[config.mk]
export PLATFORM = sky130hd
export DESIGN_NAME = l2_dir
export DESIGN_NICKNAME = d
export VERILOG_FILES = /design/src/rtl/l2_dir.sv
export SDC_FILE = /design/constraint.sdc
export NUM_CORES = 1
export LEC_CHECK = 0
export ABC_CLOCK_PERIOD_IN_PS = 12700
export BUFFER_PORTS_ARGS = -buffer_cell sky130_fd_sc_hd__buf_2
export CAP_MARGIN = 20
export CORE_AREA = 2 2 131 133
export CTS_BUF_LIST = sky130_fd_sc_hd__clkbuf_2
export DETAILED_ROUTE_END_ITERATION = 12
export DIE_AREA = 0 0 133 135
export HOLD_SLACK_MARGIN = 0.08
export PLACE_DENSITY = 0.87
export SLEW_MARGIN = 25
export SYNTH_ARGS = -nofsm -noshare
export SYNTH_HDL_FRONTEND = slang
export SYNTH_SLANG_ARGS = --single-unit
[constraint.sdc]
create_clock -name clk -period 12.7 [get_ports clk]
set_input_delay 0.635 -clock clk [delete_from_list [all_inputs] [get_ports clk]]
set_output_delay 0.635 -clock clk [all_outputs]
set_load 0.03 [all_outputs]
[src/rtl/l2_dir.sv]
// Two-client L2 directory with a small backing store.
// Serves one L1.5 request at a time, forwarding STORE_FWD/INV_FWD to the other client when it holds the line.
`ifndef MSG_WIDTH
`define MSG_WIDTH 4
`endif
`ifndef DATA_WIDTH
`define DATA_WIDTH 8
`endif
`ifndef TAG_WIDTH
`define TAG_WIDTH 8
`endif
`ifndef MSG_TYPE_EMPTY
`define MSG_TYPE_EMPTY 0
`endif
`ifndef MSG_TYPE_LOAD_REQ
`define MSG_TYPE_LOAD_REQ 1
`endif
`ifndef MSG_TYPE_STORE_REQ
`define MSG_TYPE_STORE_REQ 2
`endif
`ifndef MSG_TYPE_DATA_ACK
`define MSG_TYPE_DATA_ACK 3
`endif
`ifndef MSG_TYPE_WB_REQ
`define MSG_TYPE_WB_REQ 4
`endif
`ifndef MSG_TYPE_LOAD_FWD
`define MSG_TYPE_LOAD_FWD 5
`endif
`ifndef MSG_TYPE_STORE_FWD
`define MSG_TYPE_STORE_FWD 6
`endif
`ifndef MSG_TYPE_INV_FWD
`define MSG_TYPE_INV_FWD 7
`endif
`ifndef MSG_TYPE_STORE_FWDACK
`define MSG_TYPE_STORE_FWDACK 8
`endif
`ifndef MSG_TYPE_INV_FWDACK
`define MSG_TYPE_INV_FWDACK 9
`endif

module l2_dir #(
    parameter int MEM_AW = 4
) (
    input  logic                   clk,
    input  logic                   rst,
    input  logic [`MSG_WIDTH-1:0]  c0_msg1_type,
    input  logic [`DATA_WIDTH-1:0] c0_msg1_data,
    input  logic [`TAG_WIDTH-1:0]  c0_msg1_tag,
    input  logic [`MSG_WIDTH-1:0]  c0_msg3_type,
    input  logic [`DATA_WIDTH-1:0] c0_msg3_data,
    input  logic [`TAG_WIDTH-1:0]  c0_msg3_tag,
    output logic [`MSG_WIDTH-1:0]  c0_msg2_type,
    output logic [`DATA_WIDTH-1:0] c0_msg2_data,
    output logic [`TAG_WIDTH-1:0]  c0_msg2_tag,
    input  logic [`MSG_WIDTH-1:0]  c1_msg1_type,
    input  logic [`DATA_WIDTH-1:0] c1_msg1_data,
    input  logic [`TAG_WIDTH-1:0]  c1_msg1_tag,
    input  logic [`MSG_WIDTH-1:0]  c1_msg3_type,
    input  logic [`DATA_WIDTH-1:0] c1_msg3_data,
    input  logic [`TAG_WIDTH-1:0]  c1_msg3_tag,
    output logic [`MSG_WIDTH-1:0]  c1_msg2_type,
    output logic [`DATA_WIDTH-1:0] c1_msg2_data,
    output logic [`TAG_WIDTH-1:0]  c1_msg2_tag,
    output logic                   err
);

    localparam int MW     = `MSG_WIDTH;
    localparam int DW     = `DATA_WIDTH;
    localparam int TW     = `TAG_WIDTH;
    localparam int NLINES = 1 << MEM_AW;

    localparam logic [MW-1:0] T_EMPTY     = MW'(`MSG_TYPE_EMPTY);
    localparam logic [MW-1:0] T_LOAD_REQ  = MW'(`MSG_TYPE_LOAD_REQ);
    localparam logic [MW-1:0] T_STORE_REQ = MW'(`MSG_TYPE_STORE_REQ);
    localparam logic [MW-1:0] T_DATA_ACK  = MW'(`MSG_TYPE_DATA_ACK);
    localparam logic [MW-1:0] T_WB_REQ    = MW'(`MSG_TYPE_WB_REQ);
    localparam logic [MW-1:0] T_STORE_FWD = MW'(`MSG_TYPE_STORE_FWD);
    localparam logic [MW-1:0] T_INV_FWD   = MW'(`MSG_TYPE_INV_FWD);
    localparam logic [MW-1:0] T_STORE_ACK = MW'(`MSG_TYPE_STORE_FWDACK);
    localparam logic [MW-1:0] T_INV_ACK   = MW'(`MSG_TYPE_INV_FWDACK);

    typedef enum logic [2:0] {IDLE, FWD, WAIT1, WAIT2, RESP, HOLD} state_e;
    typedef enum logic [1:0] {CST_I, CST_S, CST_M} cst_e;

    logic [MW-1:0] m1Type [2];
    logic [TW-1:0] m1Tag  [2];
    logic [MW-1:0] m3Type [2];
    logic [DW-1:0] m3Data [2];

    state_e        state_q, state_d;
    logic          cur_q, cur_d;
    logic          store_q, store_d;
    logic          fwdInv_q, fwdInv_d;
    logic          last_q, last_d;
    logic [TW-1:0] tag_q, tag_d;
    cst_e          cst_q [2];
    cst_e          cst_d [2];
    logic [TW-1:0] ctag_q [2];
    logic [TW-1:0] ctag_d [2];
    logic [DW-1:0] mem_q [NLINES];
    logic [DW-1:0] mem_d [NLINES];
    logic [MW-1:0] m2Type_q [2];
    logic [MW-1:0] m2Type_d [2];
    logic [DW-1:0] m2Data_q [2];
    logic [DW-1:0] m2Data_d [2];
    logic [TW-1:0] m2Tag_q [2];
    logic [TW-1:0] m2Tag_d [2];
    logic          err_q, err_d;

    logic          elig0, elig1, arbWin, othC, reqStore;
    logic [TW-1:0] reqTag;
    logic [MW-1:0] ackWant;
    logic          unusedInputs;

    assign m1Type[0] = c0_msg1_type;
    assign m1Type[1] = c1_msg1_type;
    assign m1Tag[0]  = c0_msg1_tag;
    assign m1Tag[1]  = c1_msg1_tag;
    assign m3Type[0] = c0_msg3_type;
    assign m3Type[1] = c1_msg3_type;
    assign m3Data[0] = c0_msg3_data;
    assign m3Data[1] = c1_msg3_data;

    // Request data and response tags carry nothing the directory needs.
    assign unusedInputs = ^{c0_msg1_data, c1_msg1_data, c0_msg3_tag, c1_msg3_tag};

    assign elig0    = (c0_msg1_type == T_LOAD_REQ) || (c0_msg1_type == T_STORE_REQ);
    assign elig1    = (c1_msg1_type == T_LOAD_REQ) || (c1_msg1_type == T_STORE_REQ);
    assign arbWin   = (elig0 && elig1) ? ~last_q : elig1;
    assign othC     = (state_q == IDLE) ? ~arbWin : ~cur_q;
    assign reqTag   = m1Tag[arbWin];
    assign reqStore = (m1Type[arbWin] == T_STORE_REQ);
    assign ackWant  = fwdInv_q ? T_INV_ACK : T_STORE_ACK;

    always_comb begin
        state_d  = state_q;
        cur_d    = cur_q;
        store_d  = store_q;
        fwdInv_d = fwdInv_q;
        last_d   = last_q;
        tag_d    = tag_q;
        cst_d    = cst_q;
        ctag_d   = ctag_q;
        mem_d    = mem_q;
        err_d    = 1'b0;
        for (int i = 0; i < 2; i++) begin
            m2Type_d[i] = T_EMPTY;
            m2Data_d[i] = '0;
            m2Tag_d[i]  = '0;
        end

        case (state_q)
            IDLE: begin
                if (elig0 || elig1) begin
                    cur_d   = arbWin;
                    tag_d   = reqTag;
                    store_d = reqStore;
                    last_d  = arbWin;
                    // A dirty line being evicted by the new request is written back first.
                    if (m3Type[arbWin] == T_WB_REQ && cst_q[arbWin] == CST_M &&
                        ctag_q[arbWin] != reqTag) begin
                        mem_d[ctag_q[arbWin][MEM_AW-1:0]] = m3Data[arbWin];
                        cst_d[arbWin] = CST_I;
                    end
                    if (ctag_q[othC] == reqTag && cst_q[othC] == CST_M) begin
                        fwdInv_d = 1'b0;
                        state_d  = FWD;
                    end else if (ctag_q[othC] == reqTag && cst_q[othC] == CST_S && reqStore) begin
                        fwdInv_d = 1'b1;
                        state_d  = FWD;
                    end else begin
                        state_d = RESP;
                    end
                end
            end
            FWD: begin
                m2Type_d[othC] = fwdInv_q ? T_INV_FWD : T_STORE_FWD;
                m2Tag_d[othC]  = tag_q;
                state_d        = WAIT1;
            end
            WAIT1: state_d = WAIT2;
            WAIT2: begin
                if (m3Type[othC] == ackWant) begin
                    if (!fwdInv_q) begin
                        mem_d[tag_q[MEM_AW-1:0]] = m3Data[othC];
                    end
                    cst_d[othC] = CST_I;
                end else begin
                    err_d = 1'b1;
                end
                state_d = RESP;
            end
            RESP: begin
                m2Type_d[cur_q] = T_DATA_ACK;
                m2Data_d[cur_q] = mem_q[tag_q[MEM_AW-1:0]];
                m2Tag_d[cur_q]  = tag_q;
                ctag_d[cur_q]   = tag_q;
                cst_d[cur_q]    = store_q ? CST_M : CST_S;
                state_d         = HOLD;
            end
            HOLD: state_d = IDLE;
            default: state_d = IDLE;
        endcase
    end

    // Reset aborts any transaction in flight and clears directory and store.
    always_ff @(posedge clk or posedge rst) begin
        if (rst) begin
            state_q  <= IDLE;
            cur_q    <= 1'b0;
            store_q  <= 1'b0;
            fwdInv_q <= 1'b0;
            last_q   <= 1'b1;
            tag_q    <= '0;
            cst_q    <= '{default: CST_I};
            ctag_q   <= '{default: '0};
            mem_q    <= '{default: '0};
            m2Type_q <= '{default: '0};
            m2Data_q <= '{default: '0};
            m2Tag_q  <= '{default: '0};
            err_q    <= 1'b0;
        end else begin
            state_q  <= state_d;
            cur_q    <= cur_d;
            store_q  <= store_d;
            fwdInv_q <= fwdInv_d;
            last_q   <= last_d;
            tag_q    <= tag_d;
            cst_q    <= cst_d;
            ctag_q   <= ctag_d;
            mem_q    <= mem_d;
            m2Type_q <= m2Type_d;
            m2Data_q <= m2Data_d;
            m2Tag_q  <= m2Tag_d;
            err_q    <= err_d;
        end
    end

    assign c0_msg2_type = m2Type_q[0];
    assign c0_msg2_data = m2Data_q[0];
    assign c0_msg2_tag  = m2Tag_q[0];
    assign c1_msg2_type = m2Type_q[1];
    assign c1_msg2_data = m2Data_q[1];
    assign c1_msg2_tag  = m2Tag_q[1];
    assign err          = err_q;

endmodule

==> results of run 1 <==
==> kinds of logic (layout without fill, tap and decap cells) <==
kind of cell | after synthesis | in the layout | synth area share, %
multiplexers | 138 | 138 | 18.4
XOR/XNOR | 30 | 30 | 2.47
AO/OA/AOI/OAI | 282 | 282 | 19.5
buffers and inverters | 76 | 210 | 2.96
AND/OR/NAND/NOR | 188 | 188 | 9.16
flip-flops | 202 | 202 | 47.4
other | 1 | 3 | 0.0352
==> synthesized netlist by cell type, drive strengths merged, types with 2 or more instances <==
cell type / n / area share [%]
o31ai: 4 / 0.28
a31o: 2 / 0.16
buf: 29 / 1.3
o32ai: 2 / 0.16
nand4: 6 / 0.35
nor3: 10 / 0.47
dfrtp: 201 / 47
nand3: 9 / 0.42
and3: 2 / 0.12
nor3b: 6 / 0.42
a22o: 49 / 4.0
o2bb2ai: 40 / 3.3
a22oi: 40 / 2.8
nand3b: 2 / 0.14
mux2: 63 / 6.7
nor4b: 3 / 0.25
nand2: 75 / 2.6
clkbuf: 36 / 1.3
a21oi: 8 / 0.48
o2111ai: 3 / 0.25
mux4: 40 / 8.5
o21a: 3 / 0.21
o22ai: 90 / 5.3
mux2i: 35 / 3.3
inv: 11 / 0.39
nor2: 21 / 1.1
a21o: 5 / 0.49
or2: 7 / 0.41
and2: 34 / 2.0
xnor2: 29 / 2.4
o21ai: 24 / 1.2
nor2b: 8 / 0.47
a31oi: 5 / 0.29
a211oi: 2 / 0.14
==> sequential cells by signal, summed over array words and instances (netlist names) <==
register      flops
c0_msg2_data      8
c0_msg2_type      3
last_q            1
mem_q           128
ctag_q           16
c1_msg2_tag       8
c1_msg2_type      3
cur_q             1
fwdInv_q          1
cst_q             4
state_q           3
tag_q             8
store_q           1
c1_msg2_data      8
c0_msg2_tag       8
err               1
==> worst max-delay path, delay by kind of cell (launching register included) <==
kind	cells	cell delay, ns
simple gates	3	1.44
flops	1	0.55
compound gates	2	0.36
buf+inv	2	0.88
mux	3	0.75
==> worst min-delay path by stage <==
| stage | endpoint | from |
|---|---|---|
| after floorplan | mem_q[48] | mem_q[48] |
| after global placement | mem_q[112] | mem_q[112] |
| after detailed placement | mem_q[91] | mem_q[91] |
| after CTS | tag_q[6] | c0_msg1_tag[6] |
| after global routing | tag_q[3] | c0_msg1_tag[3] |
| final | tag_q[2] | c0_msg1_tag[2] |
==> area by class of cell <==
class	instances	area (sq um)
fillers	1148	4610
diodes	1	2.50
clock inverters	19	133
well taps	220	275
repair buffers	108	593
flip-flops and latches	202	5060
inverters	11	53.8
multi-input cells	640	5330
clock buffers	72	360
==> power by group through the flow <==
stage	combinational, W	clock, W	sequential, W
floorplan	0.000553	0	0.000826
global placement	0.000769	0	0.000837
detailed placement	0.000788	0	0.000842
CTS	0.000793	0.000473	0.000830
global route	0.000854	0.000508	0.000846
finish	0.000816	0.000470	0.000836
==> through the flow <==
step                hold WS (ns)  power (W)
floorplan                  0.452    0.00138
global placement           0.462    0.00161
detailed placement         0.469    0.00163
CTS                        0.168    0.00210
global route               0.179    0.00221
finish                     0.187    0.00212
==> layer usage <==
layer / vias up / global-route usage (%) / part of all wire, %
met4: 0 / 25.1 / 7.7
met1: 4379 / 46.9 / 37
met3: 168 / 10.1 / 11
li1: 3765 / - / -
met2: 646 / 55.0 / 44
met5: - / 0 / 0
==> flow_metrics.py, run 1 <==
metrics = {
    "status": {
        "status": "finished clean",
    },
    "grt": {
        "antenna_found_initial": 1,
        "grt_overflow_total": 0,
        "grt_max_degree": 146,
        "grt_usage_pct": 36.7,
        "grt_pass1_wl_um": 49300,
        "grt_pass1_vias": 8653,
    },
    "placement": {
        "dpl_cell_area_sq_mm": 0.0113,
        "placedCellCount": 1180,
        "gp_congestion": 1.02,
        "portBuffers": 88,
        "hpwlAfterDp_um": 21300,
        "preCtsSetupSlack_ns": 8.45,
    },
    "critical_path": {
        "slowest_delay_ns": 0.60,
        "slowest_stage": "or4_1",
        "cp-startpoint": "last_q",
        "critPathCapture": "mem_q[105]",
        "cp_cell_sequence": "or3b_1 -> o211a_1 -> buf_4 -> mux2i_4 -> mux2i_1 -> or4_1 -> a21oi_4 -> buf_4 -> nand2_1 -> mux2_2",
        "crit_path_frequent_cell": "buf_4",
        "critPathKind": "register to register",
        "arrival_ns": 4.84,
        "r2r-end": "mem_q[105]",
        "critPathLaunchType": "register",
        "critPathCaptureType": "register",
        "cp_data_required_time_ns": 13.43,
        "reg2regPathDepth": 10,
        "path_max_fanout": 56,
        "timing.rr.start": "last_q",
        "r2r_slack_ns": 8.59,
    },
    "clock_tree": {
        "cts_setup_buffers": 0,
        "cts_tree": "built",
        "post_cts_resized": 0,
        "ctsHoldBuffers": 1,
        "clock_latency_ns": 0.85,
        "cts_made_buffers": 50,
        "clk_pin_slew_ns": 0.12,
        "cts_max_level": 2,
        "cts_sinks": 202,
        "root_buffer": "clkbuf_2",
        "clockBufferDepth": 3,
    },
    "final_layout": {
        "mostFrequentLayoutCells": "200 x dfrtp_1, 90 x o22ai_1, 88 x buf_2",
        "nets": 1095,
        "area_growth_pct": 10.7,
        "drive_gt1_share_pct": 29.0,
        "final_area_sq_mm": 0.0118,
        "fin_util_pct": 71.9,
        "layout_commonest_cell": "dfrtp_1",
        "fin_cells": 1273,
    },
    "synth": {
        "synth-seq-area-share_pct": 47.4,
        "yosysWarnings": 0,
        "syn_avg_cell_area_sq_um": 11.6,
        "syn_inst": 917,
        "synthArstFlopShare_pct": 100,
        "synth_cell_types": 58,
        "synth_edf_count": 0,
        "yosys_most_used_dff": "dfrtp_1",
        "synth.cell_area_sq_mm": 0.0107,
        "synth_seq_cells": 202,
    },
    "floorplanning": {
        "die_w_um": 133,
        "rows": 47,
        "die_area_sq_mm": 0.0180,
        "pin_count": 123,
        "start_util_pct": 65.0,
        "coreArea_sq_mm": 0.0164,
        "die_h_um": 135,
    },
    "power_and_ir_drop": {
        "p_sw_w": 0.000897,
        "p_leak_nw": 5.34,
        "clock_power_share_pct": 22.1,
        "irDropWorstVdd_mv": 0.107,
        "intPower_w": 0.00123,
        "sw_frac_of_total_pct": 42.2,
        "p_per_area_mw_per_mm2": 180,
        "seqPwrFrac_pct": 39.4,
        "comb_power_share_pct": 38.5,
    },
    "sta": {
        "max_slew_margin_pct": 20.0,
        "min_period_over_period_pct": 32.4,
        "max_freq_mhz": 243,
        "worstMarginPinSlew_ns": 1.17,
        "setup_slack_ns": 8.59,
        "rsz0062_at_grt": "no",
        "finalCriticalPeriod_ns": 4.11,
        "tns_ns": 0,
        "skew_ns": 0.0394,
        "finalSetupViolCount": 0,
        "drv_slew": 0,
        "hold_viol_final": 0,
    },
    "routing": {
        "wl_per_cell_um": 25.4,
        "routed_wl_um": 32300,
        "vias_per_cell": 7.04,
        "firstDrtPassIters": 8,
        "drt_iter0_markers": 1068,
        "num_vias": 8958,
        "ant_nets": 0,
        "drc": 0,
    },
    "min_path": {
        "hold_depth": 3,
        "hold_path_class": "input pin to register",
    },
    "job": {
        "maxCapViolCount": 0,
    },
}
No activity file was read; power rests on OpenSTA's default activity.
==> run 2, diff against run 1 <==
Settings changed: ABC_AREA set to 1, ABC_CLOCK_PERIOD_IN_PS 12700 to 4270, CORE_AREA 2 2 131 133 to 2 2 140 142, DIE_AREA 0 0 133 135 to 0 0 142 144, PLACE_DENSITY 0.87 to 0.82.
Clock period 12.7 ns to 4.27 ns, I/O delays scaled along.
==> run 2 against run 1 <==
Against the previous run: cell count increased by 49%; clock skew increased by 0.071 ns; clock power increased to 2.8 times the previous value; sequential cell count unchanged; via count increased by 38%; critical path depth increased by 5; combinational power increased to 5.6 times the previous value; hold slack got worse by 0.096 ns; power increased to 4.2 times the previous value; core utilization decreased by 4.0 points; global-route usage increased by 0.41 points; synthesized cell count increased by 64%; critical endpoint is now mem_q[45].
==> flow_metrics.py, run 2 <==
metrics = {
    "final_layout": {
        "top_register": "mem_q",
        "mostFrequentLayoutCells": "481 x nand2_1, 200 x dfrtp_1, 134 x nand4_1",
        "drive_gt1_share_pct": 15.1,
        "layout_commonest_cell": "nand2_1",
        "final_area_sq_mm": 0.0130,
        "nets": 1710,
        "largest_reg_flops": 128,
        "largestRegisters": "mem_q: 128 flops, ctag_q: 16 flops",
        "area_growth_pct": 13.3,
        "final.fill_count": 1607,
        "multi_input_area_sq_mm": 0.00565,
        "regArea_sq_mm": 0.00506,
    },
    "sta": {
        "finalSetupViolCount": 0,
        "max_freq_mhz": 240,
        "worstMarginPinSlew_ns": 1.16,
        "rsz0062_at_grt": "no",
        "finalCriticalPeriod_ns": 4.16,
        "tns_ns": 0,
        "max_slew_margin_pct": 22.7,
        "hold_viol_final": 0,
        "skew_ns": 0.110,
        "min_period_over_period_pct": 97.4,
        "drv_slew": 0,
    },
    "synth": {
        "yosysMostFrequentCell": "nand2_1",
        "synth_seq_cells": 202,
        "yosys_most_used_dff": "dfrtp_1",
        "synth-seq-area-share_pct": 44.2,
        "synth_edf_count": 0,
        "synth_common_cells": "482 x nand2_1, 201 x dfrtp_1, 134 x nand4_1, 128 x o22ai_1, 126 x nand3_1",
        "syn_inst": 1505,
        "synth_top_cell_by_area": "dfrtp_1",
        "synth_top_area_share_pct": 44.0,
        "synthArstFlopShare_pct": 100,
        "syn_avg_cell_area_sq_um": 7.60,
        "yosysWarnings": 0,
        "synth_area_leaders": "dfrtp_1 44%, nand2_1 16%, nand4_1 7.3%",
        "synth.cell_area_sq_mm": 0.0114,
        "synth_cell_types": 40,
    },
    "routing": {
        "firstDrtPassIters": 6,
        "drc": 0,
        "vias_per_cell": 6.49,
        "num_vias": 12300,
        "routed_wl_um": 38100,
        "wl_per_cell_um": 20.0,
        "drt_iter0_markers": 1716,
        "ant_nets": 0,
    },
    "critical_path": {
        "critPathCaptureType": "register",
        "path_max_fanout": 22,
        "critPathLaunchType": "input pin",
        "critPathKind": "input pin to register",
        "cp-startpoint": "c1_msg1_type[2]",
        "crit_buf_inv": 7,
        "crit_path_frequent_cell": "dlygate4sd3_1",
        "slowest_stage": "dlygate4sd3_1",
        "cp_cell_sequence": "dlygate4sd3_1 -> buf_2 -> or2_1 -> dlygate4sd3_1 -> a21oi_2 -> dlygate4sd3_1 -> buf_4 -> nand3_4 -> nand2_2 -> inv_2 -> o21ai_2 -> dlygate4sd3_1 -> o22ai_1 -> nand4_1 -> nand2_1",
        "cp_data_required_time_ns": 5.04,
        "timing.rr.start": "state_q[1]",
        "critPathTopFamily": "buffers and inverters",
        "slowest_delay_ns": 0.78,
        "arrival_ns": 4.93,
    },
    "grt": {
        "grt_overflow_total": 0,
        "grt_usage_pct": 37.1,
        "grt_pass1_vias": 11400,
        "grt_pass1_wl_um": 59200,
        "grt_max_degree": 153,
        "antenna_found_initial": 1,
    },
    "placement": {
        "hpwlAfterDp_um": 23900,
        "dpl_cell_area_sq_mm": 0.0120,
        "portBuffers": 88,
        "gp_congestion": 0.983,
    },
    "clock_tree": {
        "clock_latency_ns": 0.88,
        "root_buffer": "clkbuf_2",
        "clockBufferDepth": 3,
        "cts_setup_buffers": 0,
        "clk_pin_slew_ns": 0.11,
        "cts_sinks": 202,
        "cts_max_level": 2,
        "cts_tree": "built",
        "cts_made_buffers": 54,
    },
    "power_and_ir_drop": {
        "p_per_area_mw_per_mm2": 695,
        "irDropWorstVdd_mv": 0.456,
        "p_leak_nw": 6.49,
    },
    "floorplanning": {
        "die_area_sq_mm": 0.0204,
        "die_h_um": 144,
        "die_w_um": 142,
        "pin_count": 123,
        "coreArea_sq_mm": 0.0191,
        "start_util_pct": 60.0,
        "rows": 51,
    },
    "min_path": {
        "hold_path_class": "input pin to asynchronous set/reset pin",
    },
    "status": {
        "status": "finished clean",
    },
    "job": {
        "maxCapViolCount": 0,
    },
}
[run 2: cell types whose count changed after synthesis, moves of 27 or more]
cell	before	now
mux2_2	48	0
inv_1	11	86
o21ai_0	18	49
and2_1	34	1
mux4_2	40	0
xnor2_1	29	0
nand2_1	75	482
a22o_1	49	0
nand3_1	9	126
buf_2	9	36
o22ai_1	90	128
nand4_1	6	134
mux2i_1	34	0
o2bb2ai_1	40	0
[run 2: worst paths after layout]
kind                                   end  slack, ns  cells after the start
worst max-delay path             mem_q[45]       0.11                     15
max in group asynchronous         tag_q[1]       3.43                      4
worst max register to register   mem_q[45]       0.63                     13
worst min-delay path            mem_q[125]       0.09                      4
worst min register to register   mem_q[62]       0.48                      2
min in group clk                  mem_q[8]       0.12                      8
[run 2: layer usage]
layer	wire length, um	part of all wire [%]	global-route usage, %
met5	26	0.068	0
met4	2260	5.9	22.8
met3	4580	12	9.01
met2	17300	46	57.9
met1	13900	36	46.8
[run 2: power by group]
group	switching, W	internal (W)	total, W
registers	0.000512	0.00263	0.00314
clock network	0.000811	0.000523	0.00133
logic	0.00330	0.00123	0.00453
[run 2: kinds of logic after synthesis]
group	after synthesis	synth area share [%]
simple gates	843	33.5
flops	202	44.2
compound gates	274	15.4
buf+inv	185	6.89
other cells	1	0.0328
[run 2: area by class of cell]
class | instances | share of cell area (%)
Clock buffer | 75 | 2.90
Antenna cell | 2 | 0.0386
Multi-Input combinational cell | 1120 | 43.6
Tap cell | 238 | 2.30
Inverter | 89 | 2.61
Timing Repair Buffer | 161 | 9.05
Sequential cell | 202 | 39.0
Clock inverter | 12 | 0.550
[run 2: what timing repair did]
item	4_1_cts	5_1_grt
endpoints found under the setup margin	0	122
hold buffers	44	0
endpoints found under the hold margin	240	0
gates resized for setup	0	2
[run 2: worst min-delay path: cells and delay by family]
family,cells,cell delay (ns)
buffers and inverters,4,1.26
[run 2: stage by stage]
step	utilization, %	instances	hold slack [ns]	setup WS [ns]	power (W)
2_1_floorplan	-	1506	0.442	1.44	0.00604
3_3_place_gp	63.1	1765	0.454	0.954	0.00726
3_5_place_dp	63.1	1765	0.459	0.911	0.00739
4_1_cts	67.8	1896	0.0958	0.206	0.00877
5_1_grt	67.9	1898	0.149	0.00546	0.00949
6_report	68.0	1899	0.0913	0.111	0.00901
